==> src/rtl/ksa_sum_stage.sv <==
// Final sum stage of a 32-bit Kogge-Stone adder with flags and a
// two-entry skid output buffer.
//
// state | meaning
// EMPTY | no bundle held, out_valid_o = 0
// ONE   | main register holds the head bundle
// FULL  | main holds the head, skid holds the next bundle, in_ready_o = 0
module ksa_sum_stage (
  input  logic        clk_i,
  input  logic        rst_i,
  input  logic [31:0] g_in,
  input  logic [31:0] h_in,
  input  logic        cin_i,
  input  logic        in_valid_i,
  output logic        in_ready_o,
  output logic [31:0] sum_o,
  output logic        cout_o,
  output logic        ovf_o,
  output logic        zero_o,
  output logic        neg_o,
  output logic        out_valid_o,
  input  logic        out_ready_i,
  output logic [15:0] count_o
);

  typedef enum logic [1:0] {
    EMPTY = 2'd0,
    ONE   = 2'd1,
    FULL  = 2'd2
  } state_t;

  state_t      state_q, state_d;
  logic [31:0] sum_new;
  logic [35:0] bundle_new;
  logic [35:0] main_q;
  logic [35:0] skid_q;
  logic        in_ready_q;
  logic [15:0] count_q;
  logic        in_fire;
  logic        out_fire;
  logic        load_main_new;
  logic        load_main_skid;
  logic        load_skid;

  // g_in[i-1] is the carry into bit i; cin_i is the carry into bit 0.
  assign sum_new    = h_in ^ {g_in[30:0], cin_i};
  assign bundle_new = {sum_new, g_in[31], g_in[31] ^ g_in[30],
                       (sum_new == 32'd0), sum_new[31]};

  assign in_fire     = in_valid_i & in_ready_q;
  assign out_valid_o = (state_q != EMPTY);
  assign out_fire    = out_valid_o & out_ready_i;

  assign in_ready_o = in_ready_q;
  assign sum_o      = main_q[35:4];
  assign cout_o     = main_q[3];
  assign ovf_o      = main_q[2];
  assign zero_o     = main_q[1];
  assign neg_o      = main_q[0];
  assign count_o    = count_q;

  // Next-state and register load selection.
  always_comb begin
    state_d        = state_q;
    load_main_new  = 1'b0;
    load_main_skid = 1'b0;
    load_skid      = 1'b0;
    case (state_q)
      EMPTY: begin
        if (in_fire) begin
          state_d       = ONE;
          load_main_new = 1'b1;
        end
      end
      ONE: begin
        if (in_fire && out_fire) begin
          load_main_new = 1'b1;
        end else if (in_fire) begin
          state_d   = FULL;
          load_skid = 1'b1;
        end else if (out_fire) begin
          state_d = EMPTY;
        end
      end
      FULL: begin
        if (out_fire) begin
          state_d        = ONE;
          load_main_skid = 1'b1;
        end
      end
      default: state_d = EMPTY;
    endcase
  end

  // State register; in_ready is registered from the next state so it has
  // no combinational dependence on out_ready_i.
  always_ff @(posedge clk_i) begin
    if (rst_i) begin
      state_q    <= EMPTY;
      in_ready_q <= 1'b1;
    end else begin
      state_q    <= state_d;
      in_ready_q <= (state_d != FULL);
    end
  end

  // Main and skid bundle registers.
  always_ff @(posedge clk_i) begin
    if (rst_i) begin
      main_q <= 36'd0;
      skid_q <= 36'd0;
    end else begin
      if (load_main_new) begin
        main_q <= bundle_new;
      end else if (load_main_skid) begin
        main_q <= skid_q;
      end
      if (load_skid) begin
        skid_q <= bundle_new;
      end
    end
  end

  // Completed output transfer counter, wraps naturally at 16 bits.
  always_ff @(posedge clk_i) begin
    if (rst_i) begin
      count_q <= 16'd0;
    end else if (out_fire) begin
      count_q <= count_q + 16'd1;
    end
  end

endmodule

==> config.mk <==
export PLATFORM = sky130hd
export DESIGN_NAME = ksa_sum_stage
export DESIGN_NICKNAME = d
export VERILOG_FILES = /design/src/rtl/ksa_sum_stage.sv
export SDC_FILE = /design/constraint.sdc
export NUM_CORES = 1
export LEC_CHECK = 0
export ABC_AREA = 1
export CORE_MARGIN = 4
export CORE_UTILIZATION = 49
export CTS_BUF_LIST = sky130_fd_sc_hd__clkbuf_8
export DETAILED_ROUTE_END_ITERATION = 16
export PLACE_DENSITY = 0.82
export SETUP_SLACK_MARGIN = 0.15
export SLEW_MARGIN = 40
export SYNTH_ARGS = -nofsm -noshare
export SYNTH_HDL_FRONTEND = slang
export SYNTH_SLANG_ARGS = --single-unit
export TNS_END_PERCENT = 30
==> constraint.sdc <==
create_clock -name clk_i -period 1.5 [get_ports clk_i]
set_input_delay 0.3 -clock clk_i [delete_from_list [all_inputs] [get_ports clk_i]]
set_output_delay 0.3 -clock clk_i [all_outputs]
set_load 0.005 [all_outputs]
* Word level (Yosys, flattened, before mapping)
Cells that the tools add are included.
** Storage, ports and cells
- Register bits :: 91
- Input bits :: 69
- Logic and storage cells :: 33
** Operators by class
- Add/subtract/negate cells :: 1
- Equal/unequal tests :: 3
- Multiplexer cells :: 15
- Bitwise gates (word level) :: 4
- Reductions and logical operators :: 5
** Operator list (number)
- 36-bit 2-to-1 mux :: 2
- 32-bit zero test :: 1
- 32-bit XOR :: 1
- 16-bit by 1-bit adder with 16-bit output (second input constant) :: 1
- 2-bit 2-to-1 mux :: 5
- 1-bit 2-to-1 mux :: 6
- 2-bit case mux with 3 select lines :: 1
- 2-bit nonzero test :: 2
- 1-bit AND :: 2
- 2-bit by 1-bit == test with 1-bit output (second input constant) :: 1
- 2-bit == test (second input constant) :: 1
- 2-bit zero test :: 1
- 2-bit != test (second input constant) :: 1
- 1-bit case mux with 2 select lines :: 1
- 1-bit logical AND :: 1
- 1-bit XOR :: 1

* Logic depth before layout (Yosys ltp)
Gate-level depths: netlist of the first run.
- Depth in word-level cells :: 7
- Depth in mapped cells :: 10
- Depth with buffers taken out :: 10

* Worst setup path after synthesis of the first run
No wires, ideal clock.
- Path kind :: register -> register
- Start point :: register count_q[1] (netlist: count_o[1])
- End point :: register count_q[14] (netlist: count_o[14])
- Library setup time :: 0.064 ns
- Data arrival time :: 1.278 ns
- Data required time :: 1.436 ns
- Setup slack :: 0.158 ns
- Stages on the path, launching flop included :: 10
- Path buffers :: 0
- Clock period less this slack :: 1.342 ns
- Cells stage by stage :: dfxtp_1 > ha_1 > inv_1 > nor2_1 > nand4_2 > nor2_4 > nand3_1 > nand2_1 > inv_1 > nor2_1
** On the way
- Word-level cells in the longest chain between the ends :: 1
** RTL lines
- from (decl) :: line 38 : logic [15:0] count_q;
- from (signal assigned) :: line 129 : count_q <= count_q + 16'd1;
- 16-bit by 1-bit adder with 16-bit output :: line 129
Every way passes these cells.
A chain may end at the register's enable or synchronous reset.

* Final worst setup path of the first run
- Start point :: register count_q[4] (netlist: count_o[4])
- End point :: register count_q[15] (netlist: count_o[15])
Same word-level chain as after synthesis.

==> metrics.csv, run 1 <==
stage;metric;value;unit
critical_path;timing.critical_path.mode_cell;nand2_1;
global_route;grt_start_max_net_pins;49;
sta;fmax;679;MHz
synthesis;syn_nets;701;
clock_network;htreeDepth;3;
critical_path;crit_buf_inv;2;
detailed_routing;vias;4783;
pwr;power_leakage;3.00;nW
global_route;grt_pass1_wl;20100;um
sta;fin_crit;1470;ps
sta;setup_ws;27.2;ps
synthesis;synth_edf_count;0;
cells_and_area;regArea;1830;um2
pwr;p_seq_share;47.2;%
detailed_routing;drtPass1Iterations;6;
synthesis;synth_area;4210;um2
critical_path;crit_type;flip-flop to flip-flop;
min_path;min_path_type;input port to flip-flop;
synthesis;synth_seq_cells;89;
synthesis;synth.area.top_cells;dfxtp_1 42%, nand2_1 19%, inv_1 7.3%;
synthesis;yosysWarnings;0;
detailed_routing;wl_per_cell;15.2;um
sta;slew_headroom;74.0;%
synthesis;yosysTopAreaCellShare;42.3;%
clock_network;clkLatencyLatePin;360;ps
sta;whs;315;ps
placed_design;dp_hpwl;8780;um
critical_path;path_cells;buf_4 > nand2_1 > inv_1 > nand2_1 > nor2_1 > nand4_1 > nand2_1 > nand2_1 > a21oi_1;
die;io_pins;123;
pwr;switching_power;1.47;mW
detailed_routing;drtIter0Drc;250;
critical_path;arrival;1740;ps
die;die_y;101;um
clock_network;cts_num_sinks;89;
placed_design;gp_congestion;0.908;
pwr;p_sw_share;27.1;%
cells_and_area;area_growth;49.9;%
clock_network;clk_path_buf_depth;2;
pwr;peakVddDrop;0.565;mV
sta;drv_slew;0;
synthesis;synth_top_flop_cell;dfxtp_1;
sta;period_share;98.2;%
synthesis;ys_types;27;
detailed_routing;final_antenna_net_count;0;
die;fp.coreArea;8300;um2
sta;finalHoldViolCount;0;
flow_run;drv_cap;0;
die;fp.dieW;101;um
cells_and_area;final_area;6310;um2
status;status;completed;
critical_path;crit_path_start_kind;flip-flop;
critical_path;cp_slowest_cell;dfxtp_2;
clock_network;clk_pin_slew;90;ps
critical_path;cp_top_family;simple AND/OR/NAND/NOR gates;
sta;worstMarginPinSlew;387;ps
detailed_routing;vias_per_cell;5.31;
cells_and_area;drive_above_1_share;17.7;%
cells_and_area;multi_input_area;2070;um2
clock_network;cts_tree;built;
pwr;p_clk_share;33.9;%
pwr;power_density;859;nW/um2
synthesis;yosys.area.top_type;dfxtp_1;
placed_design;pre_cts_slack;-323;ps
detailed_routing;route.detailed.drc;0;
sta;setup_viol;0;
placed_design;place_inst;864;
placed_design;placed_cell_area;5800;um2
cells_and_area;n_fill_cell;633;
cells_and_area;fin_cells;900;
synthesis;seq_area_frac_synth;42.3;%
critical_path;cp-end-kind;flip-flop;
sta;skew;5.21;ps
detailed_routing;wirelength;13700;um
die;fp-row-count;33;
synthesis;synthArstFlopShare;0;%
pwr;power_frac_comb;18.9;%
global_route;grt.overflow.total;0;
clock_network;cts_root_buf;clkbuf_8;
die;initial_core_util;50.7;%
critical_path;slowest_delay;350;ps
global_route;antenna_found_initial;0;
die;die_area;10100;um2
synthesis;synth_cells;631;
global_route;track_usage;24.6;%
sta;grt_setup_unrepaired;true;
critical_path;crit_required;1770;ps
cells_and_area;antennaDiodeCount;0;
clock_network;cts_buffers;9;
global_route;grt_pass1_vias;4511;
cells_and_area;finalNetCount;860;
pwr;p_int;3.95;mW
synthesis;syn_avg_cell_area;6.67;um2
critical_path;path_max_fanout;4;
placed_design;io_buffer_count;122;
## what timing repair did
action,4_1_cts,5_1_grt
cloned,0,2
setup buffers,15,3
pin swaps,6,12
hold buffers,0,0
setup endpoints to repair,124,68
gates resized for setup,116,21
## worst paths after layout
check	from	to	slack [ps]	depth (start not counted)
min reg2reg	skid_q[32]$_SDFFE_PP0P_	main_q[32]$_SDFFE_PP0P_	480	2
min	in_valid_i	state_q[0]$_SDFF_PP0_	320	4
max	count_o[4]$_SDFFE_PP0P_	count_o[15]$_SDFFE_PP0P_	30	9
max reg2reg	count_o[4]$_SDFFE_PP0P_	count_o[15]$_SDFFE_PP0P_	30	9
## power groups by stage
stage | registers (mW) | clock network (mW) | logic, mW
floorplan | 2.60 | 0 | 0.404
global placement | 2.60 | 0 | 0.958
detailed placement | 2.60 | 0 | 0.988
CTS | 2.55 | 1.82 | 0.959
global route | 2.57 | 1.94 | 1.11
finish | 2.56 | 1.84 | 1.02
## state kept, by name, indices dropped and copies added (netlist names)
signal and cells:
count_o 16, in_ready_o 1, main_q 35, skid_q 35
state_q 2
## cell usage after synthesis (2+ instances only)
master and number:
nand2_1 215, dfxtp_1 89, inv_1 82, a21oi_1 49, o21ai_0 44, a31oi_1 31
nand3_1 31, nor2_1 26, buf_2 13, clkbuf_1 12, nand4_1 5, or2_2 4
xnor2_1 4, inv_2 3, nand2_2 3, nor2_4 3, nor3_1 3, o211ai_1 3
nor2_2 2, nor3b_1 2
## logic make-up after synthesis
| kind of cell | share of synthesized area, % |
|---|---|
| adder cells (fa/ha/maj) | 0.297 |
| AO/OA/AOI/OAI | 16.9 |
| XOR/XNOR | 1.04 |
| buffers and inverters | 10.4 |
| flip-flops | 42.3 |
| AND/OR/NAND/NOR | 29.1 |
## worst register-to-register path, stage by stage (launching register included)
cell and delay (ps):
dfxtp_2 350, buf_4 140, nand2_1 70, inv_1 160, nand2_1 70, nor2_1 130
nand4_1 100, nand2_1 90, nand2_1 80, a21oi_1 200
## metrics by stage
step	total power, mW	setup TNS (ps)	utilization [%]
after floorplan	3.00	0	-
after global placement	3.55	-16230	69.9
after detailed placement	3.59	-18580	69.9
after CTS	5.33	-2.45	74.3
after global routing	5.62	-69.7	76.0
final	5.42	0	76.0
## cell usage in the layout (no fill, tap or decap), types with 3 or more instances in the layout
cell type and instances:
inv_2 4, nor2_1 24, nand4_1 5, a21oi_1 49
a31oi_1 31, xnor2_1 4, buf_4 36, nand2_1 213
clkdlybuf4s50_1 65, o21ai_0 41, buf_6 4, clkinv_2 3
buf_12 10, nand3_1 29, dlygate4sd2_1 50, dfxtp_1 51
inv_1 78, dfxtp_2 36, o211ai_1 3, nand2_2 3
or2_2 4, clkbuf_8 9, nor2_4 5
## cell type report
class | instances | share of cell area (%)
Clock inverter | 7 | 1.47
Sequential cell | 89 | 29.1
Multi-Input combinational cell | 431 | 32.9
Clock buffer | 9 | 1.96
Inverter | 85 | 5.26
Timing Repair Buffer | 174 | 27.3
Tap cell | 105 | 2.08
## routing by layer
layer  share of wire [%]  track usage, %  up-vias
li1                    -               -     2343
met1                  38            28.9     2180
met2                  51            43.0      214
met3                 7.9            4.84       46
met4                 3.1            11.4        0
met5                   0               0        -
(Power assumes the default switching activity.)
==> run 2: changes to the inputs <==
--- a/config.mk
+++ b/config.mk
@@ -6,11 +6,14 @@
 export NUM_CORES = 1
 export LEC_CHECK = 0
 export ABC_AREA = 1
+export CELL_PAD_IN_SITES_DETAIL_PLACEMENT = 0
+export CELL_PAD_IN_SITES_GLOBAL_PLACEMENT = 2
 export CORE_MARGIN = 4
-export CORE_UTILIZATION = 49
+export CORE_UTILIZATION = 26
 export CTS_BUF_LIST = sky130_fd_sc_hd__clkbuf_8
+export CTS_CLUSTER_SIZE = 20
 export DETAILED_ROUTE_END_ITERATION = 16
-export PLACE_DENSITY = 0.82
+export PLACE_DENSITY_LB_ADDON = 0.1
 export SETUP_SLACK_MARGIN = 0.15
 export SLEW_MARGIN = 40
 export SYNTH_ARGS = -nofsm -noshare
==> run 2 against run 1 <==
Largest cell class unchanged; non-clock buffer count rose by 29; clock-buffer cell count rose by 2; critical path depth rose by 1; global-route usage fell by 9.7 points.
==> metrics.csv, run 2 (same netlist as run 1, synthesis figures left out) <==
stage;metric;value;unit;change
status;status;completed;;
placed_design;io_buffer_count;122;;unchanged
cells_and_area;n_fill_cell;1672;;+160%
global_route;grt_pass1_wl;21600;um;+7.4%
global_route;antenna_found_initial;0;;unchanged
critical_path;cp-end-kind;flip-flop;;
clock_network;clkLatencyLatePin;370;ps;about the same
clock_network;clk_pin_slew;80;ps;about the same
clock_network;cts_root_buf;clkbuf_8;;
die;fp.dieW;135;um;+34%
sta;whs;306;ps;-9.57 ps
critical_path;crit_type;flip-flop to flip-flop;;
pwr;power_density;766;nW/um2;-11%
global_route;track_usage;15.0;%;-9.7 points
clock_network;cts_num_sinks;89;;unchanged
detailed_routing;dr_wl_met2;7300;um;+4.8%
detailed_routing;wl_per_cell;14.0;um;-8.0%
sta;drv_slew;0;;unchanged
critical_path;crit_path_start_kind;flip-flop;;
min_path;min_path_type;input port to flip-flop;;
placed_design;gp_congestion;0.827;;-8.9%
critical_path;crit_required;1770;ps;about the same
cells_and_area;final_common_cell;nand2_1;;
sta;skew;13.2;ps;+7.95 ps
clock_network;clk_path_buf_depth;2;;unchanged
die;die_y;135;um;+34%
pwr;fin_total_pwr;5.20;mW;-4.1%
detailed_routing;route.layer.met1.wl;6400;um;+23%
sta;period_share;89.2;%;-8.9 points
detailed_routing;drtPass1Iterations;4;;-2
die;die_area;18300;um2;+80%
cells_and_area;drive_above_1_share;24.0;%;+6.3 points
global_route;grt_pass1_vias;4456;;-1.2%
sta;setup_viol;0;;unchanged
die;fp.coreArea;15900;um2;+91%
flow_run;drv_cap;0;;unchanged
placed_design;pre_cts_slack;-323;ps;+0.468 ps
cells_and_area;multi_input_area;2210;um2;+6.5%
detailed_routing;vias;4660;;-2.6%
clock_network;htreeDepth;3;;unchanged
global_route;grt_start_max_net_pins;33;;-33%
critical_path;path_max_fanout;6;;+2
sta;setup_ws;161;ps;+134 ps
cells_and_area;area_growth;61.2;%;
cells_and_area;antennaDiodeCount;0;;unchanged
detailed_routing;highest_layer;met4;;
detailed_routing;vias_per_cell;4.48;;-16%
sta;grt_setup_unrepaired;true;;
detailed_routing;final_antenna_net_count;0;;unchanged
placed_design;dp_hpwl;10100;um;+15%
sta;slew_headroom;76.7;%;+2.7 points
pwr;peakVddDrop;0.375;mV;-34%
detailed_routing;route.detailed.drc;0;;unchanged
detailed_routing;wl_met3;621;um;-43%
sta;worstMarginPinSlew;349;ps;-38.0 ps
cells_and_area;finalNetCount;889;;+3.4%
clock_network;cts_tree;built;;
detailed_routing;wirelength;14500;um;+6.3%
sta;finalHoldViolCount;0;;unchanged
clock_network;cts_buffers;9;;unchanged
detailed_routing;drtIter0Drc;198;;-21%
pwr;power_leakage;3.18;nW;+6.0%
sta;fmax;747;MHz;+10%
cells_and_area;regArea;1830;um2;unchanged
critical_path;arrival;1610;ps;-130 ps
clock_network;cts_hold_buf;0;;unchanged
die;initial_core_util;26.5;%;-24 points
die;fp-row-count;46;;+39%
cells_and_area;final_cell_mix;194 x nand2_1, 80 x inv_1, 62 x buf_4;;
sta;fin_crit;1340;ps;-134 ps
global_route;grt.overflow.total;0;;unchanged
die;io_pins;123;;unchanged
run 2: changes by cell type in the layout (fill, tap and decap cells not counted), sizes merged, moves of 2 or more:
cell           delta
buf              +29
bufinv            -2
clkbuf            +5
clkdlybuf4s15     -2
clkdlybuf4s50     -4
clkinv            -2
dlymetal6s2s      +3
run 2: critical path, stage by stage, from the launching register on:
cell and delay [ps]:
dfxtp_2 360, inv_4 60, nand2_4 80, buf_6 110, nand2_4 50, nor2_4 150
nand3_4 100, nor2_4 140, nand2_2 60, nor2_1 90, nor2_1 50
run 2: worst paths after layout:
path | from | endpoint | slack, ps | cells past startpoint
worst max-delay path | state_q[1]$_SDFF_PP0_ | count_o[11]$_SDFFE_PP0P_ | 160 | 10
worst min-delay path | h_in[2] | main_q[6]$_SDFFE_PP0P_ | 310 | 4
worst max register to register | state_q[1]$_SDFF_PP0_ | count_o[11]$_SDFFE_PP0P_ | 160 | 10
worst min register to register | count_o[9]$_SDFFE_PP0P_ | count_o[9]$_SDFFE_PP0P_ | 460 | 1
run 2: layout make-up:
| class | instances | share of cell area (%) |
|---|---|---|
| clock inverter | 5 | 0.351 |
| sequential | 89 | 27.0 |
| timing repair buffer | 203 | 29.0 |
| multi-input combinational | 431 | 32.6 |
| tap | 216 | 3.99 |
| clock buffer | 11 | 2.23 |
| inverter | 85 | 4.82 |
run 2: what timing repair did:
item,4_1_cts,5_1_grt
setup endpoints to repair,114,74
gates cloned,0,7
buffers inserted,17,9
pin swaps,5,18
gates resized for setup,120,63
run 2: stage by stage:
step                      instance area [um2]  cells  util [%]  TNS (ps)
after floorplan                          4210    631         -         0
after global placement                   6020    991      37.9    -18900
after detailed placement                 6020    991      37.9    -20100
after CTS                                6350   1024      39.9         0
after global routing                     6780   1040      42.7         0
final                                    6780   1040      42.7         0
run 2: routing by layer:
layer  vias to the layer above  global-route usage, %
met5                         -                      0
met4                         0                   5.77
met3                        15                   2.75
met2                       106                   26.1
met1                      2141                   18.3
li1                       2398                      -
run 2: power breakdown:
group	internal (mW)	leakage, nW	total, mW	switching (mW)
clock network	0.674	0.0991	1.55	0.875
logic	0.567	2.34	1.10	0.532
registers	2.48	0.742	2.55	0.0639
total	3.72	3.18	5.20	1.47
